**src/rtl/int_div_unit.sv**
```systemverilog
// Iterative restoring integer divider for RISC-V DIV/DIVU/REM/REMU.
// Retires BPC quotient bits per cycle; zero divisor, signed overflow and repeated operands complete in one cycle.
module int_div_unit #(
    parameter int XLEN      = 32,
    parameter int BPC       = 4,
    parameter int CACHE_ENA = 1
) (
    input  logic            clk,
    input  logic            reset_n,
    input  logic            flush,
    input  logic            load,
    input  logic [1:0]      op,
    input  logic [XLEN-1:0] a,
    input  logic [XLEN-1:0] b,
    output logic [XLEN-1:0] y,
    output logic            busy,
    output logic            ready
);
    localparam int ITER = XLEN / BPC;
    localparam int CW   = (ITER > 1) ? $clog2(ITER) : 1;

    typedef enum logic [1:0] {IDLE = 2'd0, CALC = 2'd1, FIX = 2'd2, DONE = 2'd3} state_t;

    state_t          state_r, state_nxt_s;
    logic [CW-1:0]   cnt_r;
    logic [XLEN-1:0] rem_r, quo_r, dvs_r, y_r;
    logic [XLEN-1:0] a_r, b_r;
    logic [1:0]      op_r;
    logic            neg_q_r, neg_r_r;
    logic            c_vld_r, c_op0_r;
    logic [XLEN-1:0] c_a_r, c_b_r, c_q_r, c_r_r;

    logic            sgn_s, div0_s, ovf_s, hit_s, fast_s, start_s, cache_on_s;
    logic [XLEN-1:0] a_mag_s, b_mag_s, fast_q_s, fast_r_s;
    logic [XLEN-1:0] step_rem_s, step_quo_s, fix_q_s, fix_r_s;

    assign cache_on_s = (CACHE_ENA != 0);
    assign sgn_s      = ~op[0];
    assign div0_s     = (b == {XLEN{1'b0}});
    assign ovf_s      = sgn_s && (a == {1'b1, {(XLEN-1){1'b0}}}) && (b == {XLEN{1'b1}});
    assign hit_s      = cache_on_s && c_vld_r && (a == c_a_r) && (b == c_b_r) && (op[0] == c_op0_r);
    assign fast_s     = div0_s || ovf_s || hit_s;
    assign start_s    = load && !flush && ((state_r == IDLE) || (state_r == DONE));
    assign a_mag_s    = (sgn_s && a[XLEN-1]) ? ({XLEN{1'b0}} - a) : a;
    assign b_mag_s    = (sgn_s && b[XLEN-1]) ? ({XLEN{1'b0}} - b) : b;
    assign fix_q_s    = neg_q_r ? ({XLEN{1'b0}} - quo_r) : quo_r;
    assign fix_r_s    = neg_r_r ? ({XLEN{1'b0}} - rem_r) : rem_r;

    // Single-cycle results for the special operand cases
    always_comb begin
        fast_q_s = c_q_r;
        fast_r_s = c_r_r;
        if (div0_s) begin
            fast_q_s = {XLEN{1'b1}};
            fast_r_s = a;
        end else if (ovf_s) begin
            fast_q_s = a;
            fast_r_s = {XLEN{1'b0}};
        end else begin
            fast_q_s = c_q_r;
            fast_r_s = c_r_r;
        end
    end

    // BPC unrolled restoring steps; quo_r shifts the dividend out as quotient bits enter
    always_comb begin
        logic [XLEN:0]   r_v;
        logic [XLEN-1:0] q_v;
        r_v = {1'b0, rem_r};
        q_v = quo_r;
        for (int i = 0; i < BPC; i++) begin
            r_v = {r_v[XLEN-1:0], q_v[XLEN-1]};
            q_v = {q_v[XLEN-2:0], 1'b0};
            if (r_v >= {1'b0, dvs_r}) begin
                r_v    = r_v - {1'b0, dvs_r};
                q_v[0] = 1'b1;
            end else begin
                r_v = r_v;
            end
        end
        step_rem_s = r_v[XLEN-1:0];
        step_quo_s = q_v;
    end

    // State register
    always_ff @(posedge clk or negedge reset_n) begin
        if (!reset_n) state_r <= IDLE;
        else          state_r <= state_nxt_s;
    end

    // Next-state logic; flush overrides everything, including a simultaneous load
    always_comb begin
        state_nxt_s = state_r;
        if (flush) begin
            state_nxt_s = IDLE;
        end else begin
            case (state_r)
                IDLE:    state_nxt_s = load ? (fast_s ? DONE : CALC) : IDLE;
                CALC:    state_nxt_s = (cnt_r == {CW{1'b0}}) ? FIX : CALC;
                FIX:     state_nxt_s = DONE;
                DONE:    state_nxt_s = load ? (fast_s ? DONE : CALC) : IDLE;
                default: state_nxt_s = IDLE;
            endcase
        end
    end

    // Status outputs decoded from the state register
    always_comb begin
        busy  = 1'b0;
        ready = 1'b0;
        case (state_r)
            CALC:    busy  = 1'b1;
            FIX:     busy  = 1'b1;
            DONE:    ready = !flush;
            default: begin
                busy  = 1'b0;
                ready = 1'b0;
            end
        endcase
    end

    // Datapath, result and cache registers; the cache is written on the edge entering DONE
    always_ff @(posedge clk or negedge reset_n) begin
        if (!reset_n) begin
            cnt_r   <= {CW{1'b0}};
            rem_r   <= {XLEN{1'b0}};
            quo_r   <= {XLEN{1'b0}};
            dvs_r   <= {XLEN{1'b0}};
            y_r     <= {XLEN{1'b0}};
            a_r     <= {XLEN{1'b0}};
            b_r     <= {XLEN{1'b0}};
            op_r    <= 2'b00;
            neg_q_r <= 1'b0;
            neg_r_r <= 1'b0;
            c_vld_r <= 1'b0;
            c_op0_r <= 1'b0;
            c_a_r   <= {XLEN{1'b0}};
            c_b_r   <= {XLEN{1'b0}};
            c_q_r   <= {XLEN{1'b0}};
            c_r_r   <= {XLEN{1'b0}};
        end else if (start_s && fast_s) begin
            y_r <= op[1] ? fast_r_s : fast_q_s;
            if (cache_on_s) begin
                c_vld_r <= 1'b1;
                c_op0_r <= op[0];
                c_a_r   <= a;
                c_b_r   <= b;
                c_q_r   <= fast_q_s;
                c_r_r   <= fast_r_s;
            end
        end else if (start_s) begin
            quo_r   <= a_mag_s;
            dvs_r   <= b_mag_s;
            rem_r   <= {XLEN{1'b0}};
            cnt_r   <= CW'(ITER - 1);
            neg_q_r <= sgn_s & (a[XLEN-1] ^ b[XLEN-1]);
            neg_r_r <= sgn_s & a[XLEN-1];
            op_r    <= op;
            a_r     <= a;
            b_r     <= b;
        end else if ((state_r == CALC) && !flush) begin
            rem_r <= step_rem_s;
            quo_r <= step_quo_s;
            cnt_r <= cnt_r - CW'(1);
        end else if ((state_r == FIX) && !flush) begin
            y_r <= op_r[1] ? fix_r_s : fix_q_s;
            if (cache_on_s) begin
                c_vld_r <= 1'b1;
                c_op0_r <= op_r[0];
                c_a_r   <= a_r;
                c_b_r   <= b_r;
                c_q_r   <= fix_q_s;
                c_r_r   <= fix_r_s;
            end
        end
    end

    assign y = y_r;
endmodule

```
**config.mk**
```make
export PLATFORM = sky130hd
export DESIGN_NAME = int_div_unit
export DESIGN_NICKNAME = d
export VERILOG_FILES = /design/src/rtl/int_div_unit.sv
export SDC_FILE = /design/constraint.sdc
export NUM_CORES = 1
export LEC_CHECK = 0
export CORE_MARGIN = 2
export CORE_UTILIZATION = 35
export DETAILED_ROUTE_END_ITERATION = 12
export PLACE_DENSITY = 0.6
export SLEW_MARGIN = 10
export SYNTH_ARGS = -nofsm -noshare
export SYNTH_HDL_FRONTEND = slang
export SYNTH_SLANG_ARGS = --single-unit
```
**constraint.sdc**
```tcl
create_clock -name clk -period 18.3 [get_ports clk]
set_input_delay 3.66 -clock clk [delete_from_list [all_inputs] [get_ports clk]]
set_output_delay 3.66 -clock clk [all_outputs]
set_load 0.02 [all_outputs]
```
==> out/metrics.sh, run 1 <==
DESIGN.FINAL.NETS=3567
SYNTH.YOSYS.SEQ_AREA_SHARE=0.3084
CLOCK_SINK_COUNT=330
HP-START='c_vld_r$_DFFE_PN0P_'
WORST_SETUP_PATH_START_KIND='flop'
CTS.REPAIR_TIMING.SETUP_BUFFER_COUNT=0
HOLD_PATH.CLASS='flop to flop'
CLK_PIN_SLEW_WORST_PATHS_NS=0.06
FINAL_CELL_AREA_UM2=29740
MIN_PATH_CELLS=1
PATH_MAX_FANOUT=31
FIN_WS_NS=3.890
PLACE.DETAILED.HPWL_MM=72.26
CRITICAL-PATH-MAX-STAGE-DELAY_NS=0.88
WORST_EP_ARRIVAL_TIME_NS=14.86
DRIVE_GT1_FRAC=0.05353
PRE_CTS_WS_NS=4.150
GRT_USE_TOTAL=0.2440
PLACE_AREA_UM2=28450
GRT_PASS1_VIAS=24260
TIMING.RR.END='rem_r[30]$_DFFE_PN0P_'
DATA_REQUIRED_TIME_OF_THE_CRITICAL_PATH_NS=18.75
WORST_MAX_SLEW_PIN_SLEW_NS=1.133
FIRSTDRTPASSITERS=6
MAXCAPVIOLCOUNT=0
AREA_GROWTH_SYNTH_TO_FINISH_PCT=11.06
PLACE.PORT_BUFFERS=103
CLK_LATENCY_NS=0.56
EFFECTIVE_UTILIZATION_AT_FLOORPLAN=0.3532
POSTROUTEANTENNANETS=0
DESIGN.PORTCOUNT=104
GRT_ANTENNA_BEFORE_REPAIR=0
CTS_TREE='built'
CTS.HTREE.LEVELS=2
FINAL_MAX_TRAN_VIOLS=0
CP_COMMON_CELL='sky130_fd_sc_hd__a21oi_1'
MOST_CROWDED_LAYER_AFTER_GLOBAL_ROUTING='met2'
MAPPEDNETLISTAREA_UM2=26780
MIN_DELAY_WORST_ENDPOINT='c_vld_r$_DFFE_PN0P_'
DIE_AREA_UM2=78740
CLOCK_TREE.BUFFER_DEPTH=3
FINAL_CORE_UTILIZATION=0.3922
ROUTEDWLPERCELL_UM=22.30
FIN_CRIT_NS=14.41
ROUTED_WL_MM=97.22
POSTSYNTHAREAPERCELL_UM2=7.874
OUTCOME='complete, no violations'
GRT_SETUP_UNREPAIRED='false'
REMAINING_DRC_ERRORS=0
CRITPATHCAPTURETYPE='flop'
POSTSYNTHREGISTERBITS=330
CRITPATHKIND='flop to flop'
CTS.HOLD.BUFFERS_ADDED=0
WIRE_LENGTH_OF_THE_FIRST_GLOBAL_ROUTING_PASS_MM=148.9
DRT-VIAS-PER-INSTANCE=5.854
GRT_MAX_DEGREE=158
REG2REG_SLACK_NS=3.89
YS_TYPES=93
FINAL_HOLD_VIOL_COUNT=0
CTS_REPAIR_RESIZE_COUNT=0
NUM_ROWS=101
CTS_INSERTED_BUFFERS=39
FMAX_MHz=69.40
HIGHEST_DELAY_CELL_ALONG_THE_CRITICAL_PATH='sky130_fd_sc_hd__nor2_1'
WORST_CASE_CLOCK_SKEW_NS=0.01735
GLOBAL_ROUTE.USAGE.MET2=0.3872
GPL_WTD_CONG=0.9413
SYNTH_NETS=3614
GR-USAGE-MET3=0.02964
FLOORPLAN.CORE_AREA_UM2=75820
WORST_SLEW_MARGIN_REL=0.2428
YOSYSTOPAREACELLSHARE=0.3084
COUNT_OF_CELLS_ALONG_THE_WORST_REGISTER_TO_REGISTER_PATH=44
POST_SYNTH_INST_COUNT=3401
R2R_START='dvs_r[1]$_DFFE_PN0P_'
ROOT_BUFFER='sky130_fd_sc_hd__clkbuf_16'
YOSYS_WARNINGS=0
MOST-COMMON-LAYOUT-CELLS='sky130_fd_sc_hd__nand2_1 (472), sky130_fd_sc_hd__dfrtp_1 (329), sky130_fd_sc_hd__a21oi_1 (306)'
SYNTH_TOP_CELL_BY_AREA='sky130_fd_sc_hd__dfrtp_1'
FILLER_CELL_COUNT=7891
YS_TOP_CELLS_BY_AREA='sky130_fd_sc_hd__dfrtp_1 (31%), sky130_fd_sc_hd__nand2_1 (6.6%), sky130_fd_sc_hd__ha_1 (6.5%)'
POSTSYNTH.TOPFLOPCELL='sky130_fd_sc_hd__dfrtp_1'
TOTALNEGATIVESETUPSLACK_NS=0
GRT-OVFL-TOTAL=0
ASYNC_RESET_FF_FRAC=1.000
DETAIL_ROUTE.ITER0.VIOLATIONS=2739
SYNTH_EDF_COUNT=0
REPORT.FINAL.SETUP_VIOL=0
DIE_HEIGHT_UM=280.6
VIA_COUNT=25520
POST-ROUTE-PERIOD-UTIL=0.7874
MOSTFREQUENTLAYOUTCELL='sky130_fd_sc_hd__nand2_1'
GROUTE.LAYER.MET1.USAGE=0.3364
DIE-WIDTH_UM=280.6
## flip-flops by register name, indices dropped and copies added (netlist names), 32 cells and up
name,count
quo_r,32
c_r_r,32
dvs_r,32
c_q_r,32
c_b_r,32
y,32
a_r,32
c_a_r,32
rem_r,32
## per-stage QoR
stage	hold WS, ns	std cells
2_1_floorplan	0.4275	3401
3_3_place_gp	0.4491	4291
3_5_place_dp	0.4570	4291
4_1_cts	0.4751	4359
5_1_grt	0.4937	4359
6_report	0.4709	4360
## worst max-delay path by stage
stage | depth (start not counted) | slack [ns] | endpoint | start
floorplan | 52 | 7.07 | rem_r[16]$_DFFE_PN0P_ | rem_r[9]$_DFFE_PN0P_
global placement | 44 | 4.37 | rem_r[17]$_DFFE_PN0P_ | dvs_r[1]$_DFFE_PN0P_
detailed placement | 44 | 4.15 | rem_r[17]$_DFFE_PN0P_ | dvs_r[1]$_DFFE_PN0P_
CTS | 45 | 4.11 | rem_r[31]$_DFFE_PN0P_ | dvs_r[1]$_DFFE_PN0P_
global route | 46 | 2.81 | rem_r[15]$_DFFE_PN0P_ | dvs_r[1]$_DFFE_PN0P_
finish | 44 | 3.89 | rem_r[30]$_DFFE_PN0P_ | dvs_r[1]$_DFFE_PN0P_
## critical path: cells and delay by family (launching register included)
kind                     cells  cell delay [ns]
AO/OA/AOI/OAI               24             7.05
XOR/XNOR                     1             0.39
adder cells (fa/ha/maj)      4             1.54
buffers and inverters        4             0.99
flip-flops                   1             0.50
multiplexers                 2             0.79
AND/OR/NAND/NOR              9             3.02
## metal layers
metal	part of all wire	routed length [um]
met1	0.45	43470
met2	0.45	43500
met3	0.065	6282
met4	0.041	3973
met5	0	0
## Yosys cell counts, drive strengths merged (5+ instances only)
cell / count
mux2i: 58
xnor2: 165
o21a: 22
a311oi: 6
nor4: 27
nor3: 52
dfrtp: 330
o31ai: 43
a22o: 8
o41ai: 14
o221ai: 5
and3: 28
a21oi: 306
nand2: 474
buf: 64
o211ai: 41
a21boi: 13
a221oi: 34
xor2: 100
nand2b: 26
a41oi: 15
or2: 25
o21ai: 326
and2: 14
nor2: 261
o21bai: 15
a21o: 77
inv: 136
clkbuf: 170
nand3: 56
a31oi: 24
o2111ai: 6
or3: 18
a211oi: 51
a22oi: 11
or4: 21
nor2b: 22
ha: 139
nand4: 62
o2bb2ai: 7
mux2: 14
o22ai: 19
o311ai: 7
a221o: 26
## area by class of cell
type	instances	area [um^2]	area share
diodes	1	2.502	0.00008414
clock buffers	52	1085	0.03648
clock inverters	16	205.2	0.006900
inverters	136	510.5	0.01717
multi-input cells	2701	17080	0.5744
flip-flops and latches	330	8259	0.2777
well taps	978	1224	0.04115
repair buffers	146	1371	0.04611
## logic make-up after synthesis
group,synth area share
compound gates,0.2631
simple gates,0.1905
buf+inv,0.05570
flops,0.3084
xor+xnor,0.08667
fa+ha+maj,0.06794
mux,0.02771
Power of run 1 is left out: the tool's default activity adds up to more than one toggle a clock period on the data nets, which glitch-free logic cannot reach.
==> inputs of run 2 (changes only) <==
==> constraint.sdc (replaced) <==
create_clock -name clk -period 14.8 [get_ports clk]
set_input_delay 2.96 -clock clk [delete_from_list [all_inputs] [get_ports clk]]
set_output_delay 2.96 -clock clk [all_outputs]
set_load 0.02 [all_outputs]
==> out/metrics.sh, run 2 (same netlist as run 1, synthesis figures left out) <==
OUTCOME='complete, no violations'
PRE_CTS_WS_NS=0.8497
CRITPATHBUFINV=5
WHS_NS=0.4728
POSTROUTEANTENNANETS=0
CTS.HOLD.BUFFERS_ADDED=0
DIE_HEIGHT_UM=280.6
CLOCK_SINK_COUNT=330
DIE-WIDTH_UM=280.6
MAXCAPVIOLCOUNT=0
SEQUENTIAL_CELL_AREA_UM2=8259
MOSTFREQUENTLAYOUTCELL='sky130_fd_sc_hd__nand2_1'
DATA_REQUIRED_TIME_OF_THE_CRITICAL_PATH_NS=15.27
DESIGN.FINAL.NETS=3581
COUNT_OF_CELLS_ALONG_THE_WORST_REGISTER_TO_REGISTER_PATH=46
GRT_PASS1_VIAS=24250
FIRSTDRTPASSITERS=5
FIN_CRIT_NS=13.77
VIA_COUNT=25590
REPORT.FINAL.SETUP_VIOL=0
DIE_AREA_UM2=78740
WORST_MAX_SLEW_PIN_SLEW_NS=1.166
WORST_CASE_CLOCK_SKEW_NS=0.02554
CP_TOP_FAMILY='compound AO/OA/AOI/OAI gates'
CTS.HTREE.LEVELS=2
EFFECTIVE_UTILIZATION_AT_FLOORPLAN=0.3532
DRIVE_GT1_FRAC=0.05829
AREA_GROWTH_SYNTH_TO_FINISH_PCT=11.59
FINAL_HOLD_VIOL_COUNT=0
FINAL_MAX_TRAN_VIOLS=0
MULTI_INPUT_AREA_UM2=17090
WORST_EP_ARRIVAL_TIME_NS=14.24
PATH_MAX_FANOUT=37
CLK_PIN_SLEW_WORST_PATHS_NS=0.06
CTS_INSERTED_BUFFERS=39
ROOT_BUFFER='sky130_fd_sc_hd__clkbuf_16'
MOST-COMMON-LAYOUT-CELLS='sky130_fd_sc_hd__nand2_1 (472), sky130_fd_sc_hd__dfrtp_1 (329), sky130_fd_sc_hd__a21oi_1 (306)'
NUM_ROWS=101
GRT_MAX_DEGREE=151
ROUTEDWLPERCELL_UM=22.72
WIRE_LENGTH_OF_THE_FIRST_GLOBAL_ROUTING_PASS_MM=152.3
WORST_SLEW_MARGIN_REL=0.2228
CLK_LATENCY_NS=0.58
PLACE.DETAILED.HPWL_MM=74.27
CLOCK_TREE.BUFFER_DEPTH=3
TOTALNEGATIVESETUPSLACK_NS=0
DETAIL_ROUTE.ITER0.VIOLATIONS=2867
GRT_SETUP_UNREPAIRED='false'
DRT-VIAS-PER-INSTANCE=5.847
FIN_WS_NS=1.025
FLOORPLAN.CORE_AREA_UM2=75820
CTS_REPAIR_RESIZE_COUNT=0
GRT-OVFL-TOTAL=0
POST-ROUTE-PERIOD-UTIL=0.9307
CRITPATHKIND='flop to flop'
FILLER_CELL_COUNT=7873
DESIGN.PORTCOUNT=104
CTS_TREE='built'
MIN_PATH_CELLS=2
GRT_USE_TOTAL=0.2505
GRT_ANTENNA_BEFORE_REPAIR=0
ROUTED_WL_MM=99.42
NUMBER_OF_GATES_ON_THE_WORST_PATH_WITH_BUFFERS_COUNTED=46
PLACE.PORT_BUFFERS=103
GPL_WTD_CONG=0.9750
CTS.REPAIR_TIMING.SETUP_BUFFER_COUNT=0
HOLD_PATH.CLASS='flop to flop'
CRITPATHCAPTURETYPE='flop'
HIGHEST_DELAY_CELL_ALONG_THE_CRITICAL_PATH='sky130_fd_sc_hd__o311ai_0'
FMAX_MHz=72.60
CRITICAL-PATH-MAX-STAGE-DELAY_NS=0.73
WORST_SETUP_PATH_START_KIND='flop'
REMAINING_DRC_ERRORS=0
==> run 2: cell count changes in the layout (fill, tap and decap cells not counted), sizes merged <==
cell,delta
buf,+14
clkbuf,+8
clkinv,-5
bufinv,-1
clkinvlp,-1
inv,+1
==> run 2: final cells by class <==
class	instances	share of cell area
multi-input cells	2701	0.5718
flip-flops and latches	330	0.2764
clock buffers	60	0.03932
repair buffers	160	0.04941
well taps	978	0.04095
clock inverters	10	0.004941
inverters	136	0.01708
diodes	1	0.00008374
==> run 2: worst reg2reg max path, delay by kind of cell, from the launching register on <==
kind            cells  cell delay [ns]
mux                 1             0.44
buf+inv             5             1.39
fa+ha+maj           4             1.44
simple gates       12             1.96
flops               1             0.49
compound gates     24             7.94
==> run 2: routing by layer <==
metal	wire [um]	track usage	vias to the layer above
met2	44050	0.3928	957
li1	-	-	12140
met5	0	0	-
met4	3761	0.08830	0
met1	44740	0.3497	12320
met3	6870	0.03689	176
==> run 2: through the flow <==
stage	util	cells	cell area (um^2)
after detailed placement	0.3766	4305	28550
final	0.3941	4376	29880
after global routing	0.3941	4375	29880
after CTS	0.3940	4375	29870
after global placement	0.3766	4305	28550
after floorplan	-	3401	26780
==> run 2: worst paths after layout <==
kind,endpoint,start,slack [ns]
max in group asynchronous,dvs_r[27]$_DFFE_PN0P_,reset_n,10.39
worst min-delay path,y[8]$_DFFE_PN0P_,y[8]$_DFFE_PN0P_,0.47
worst max-delay path,quo_r[0]$_DFFE_PN0P_,dvs_r[1]$_DFFE_PN0P_,1.03
worst max register to register,quo_r[0]$_DFFE_PN0P_,dvs_r[1]$_DFFE_PN0P_,1.03
worst min register to register,y[8]$_DFFE_PN0P_,y[8]$_DFFE_PN0P_,0.47
min in group asynchronous,a_r[16]$_DFFE_PN0P_,reset_n,2.34
Power of run 2 is left out for the same reason.
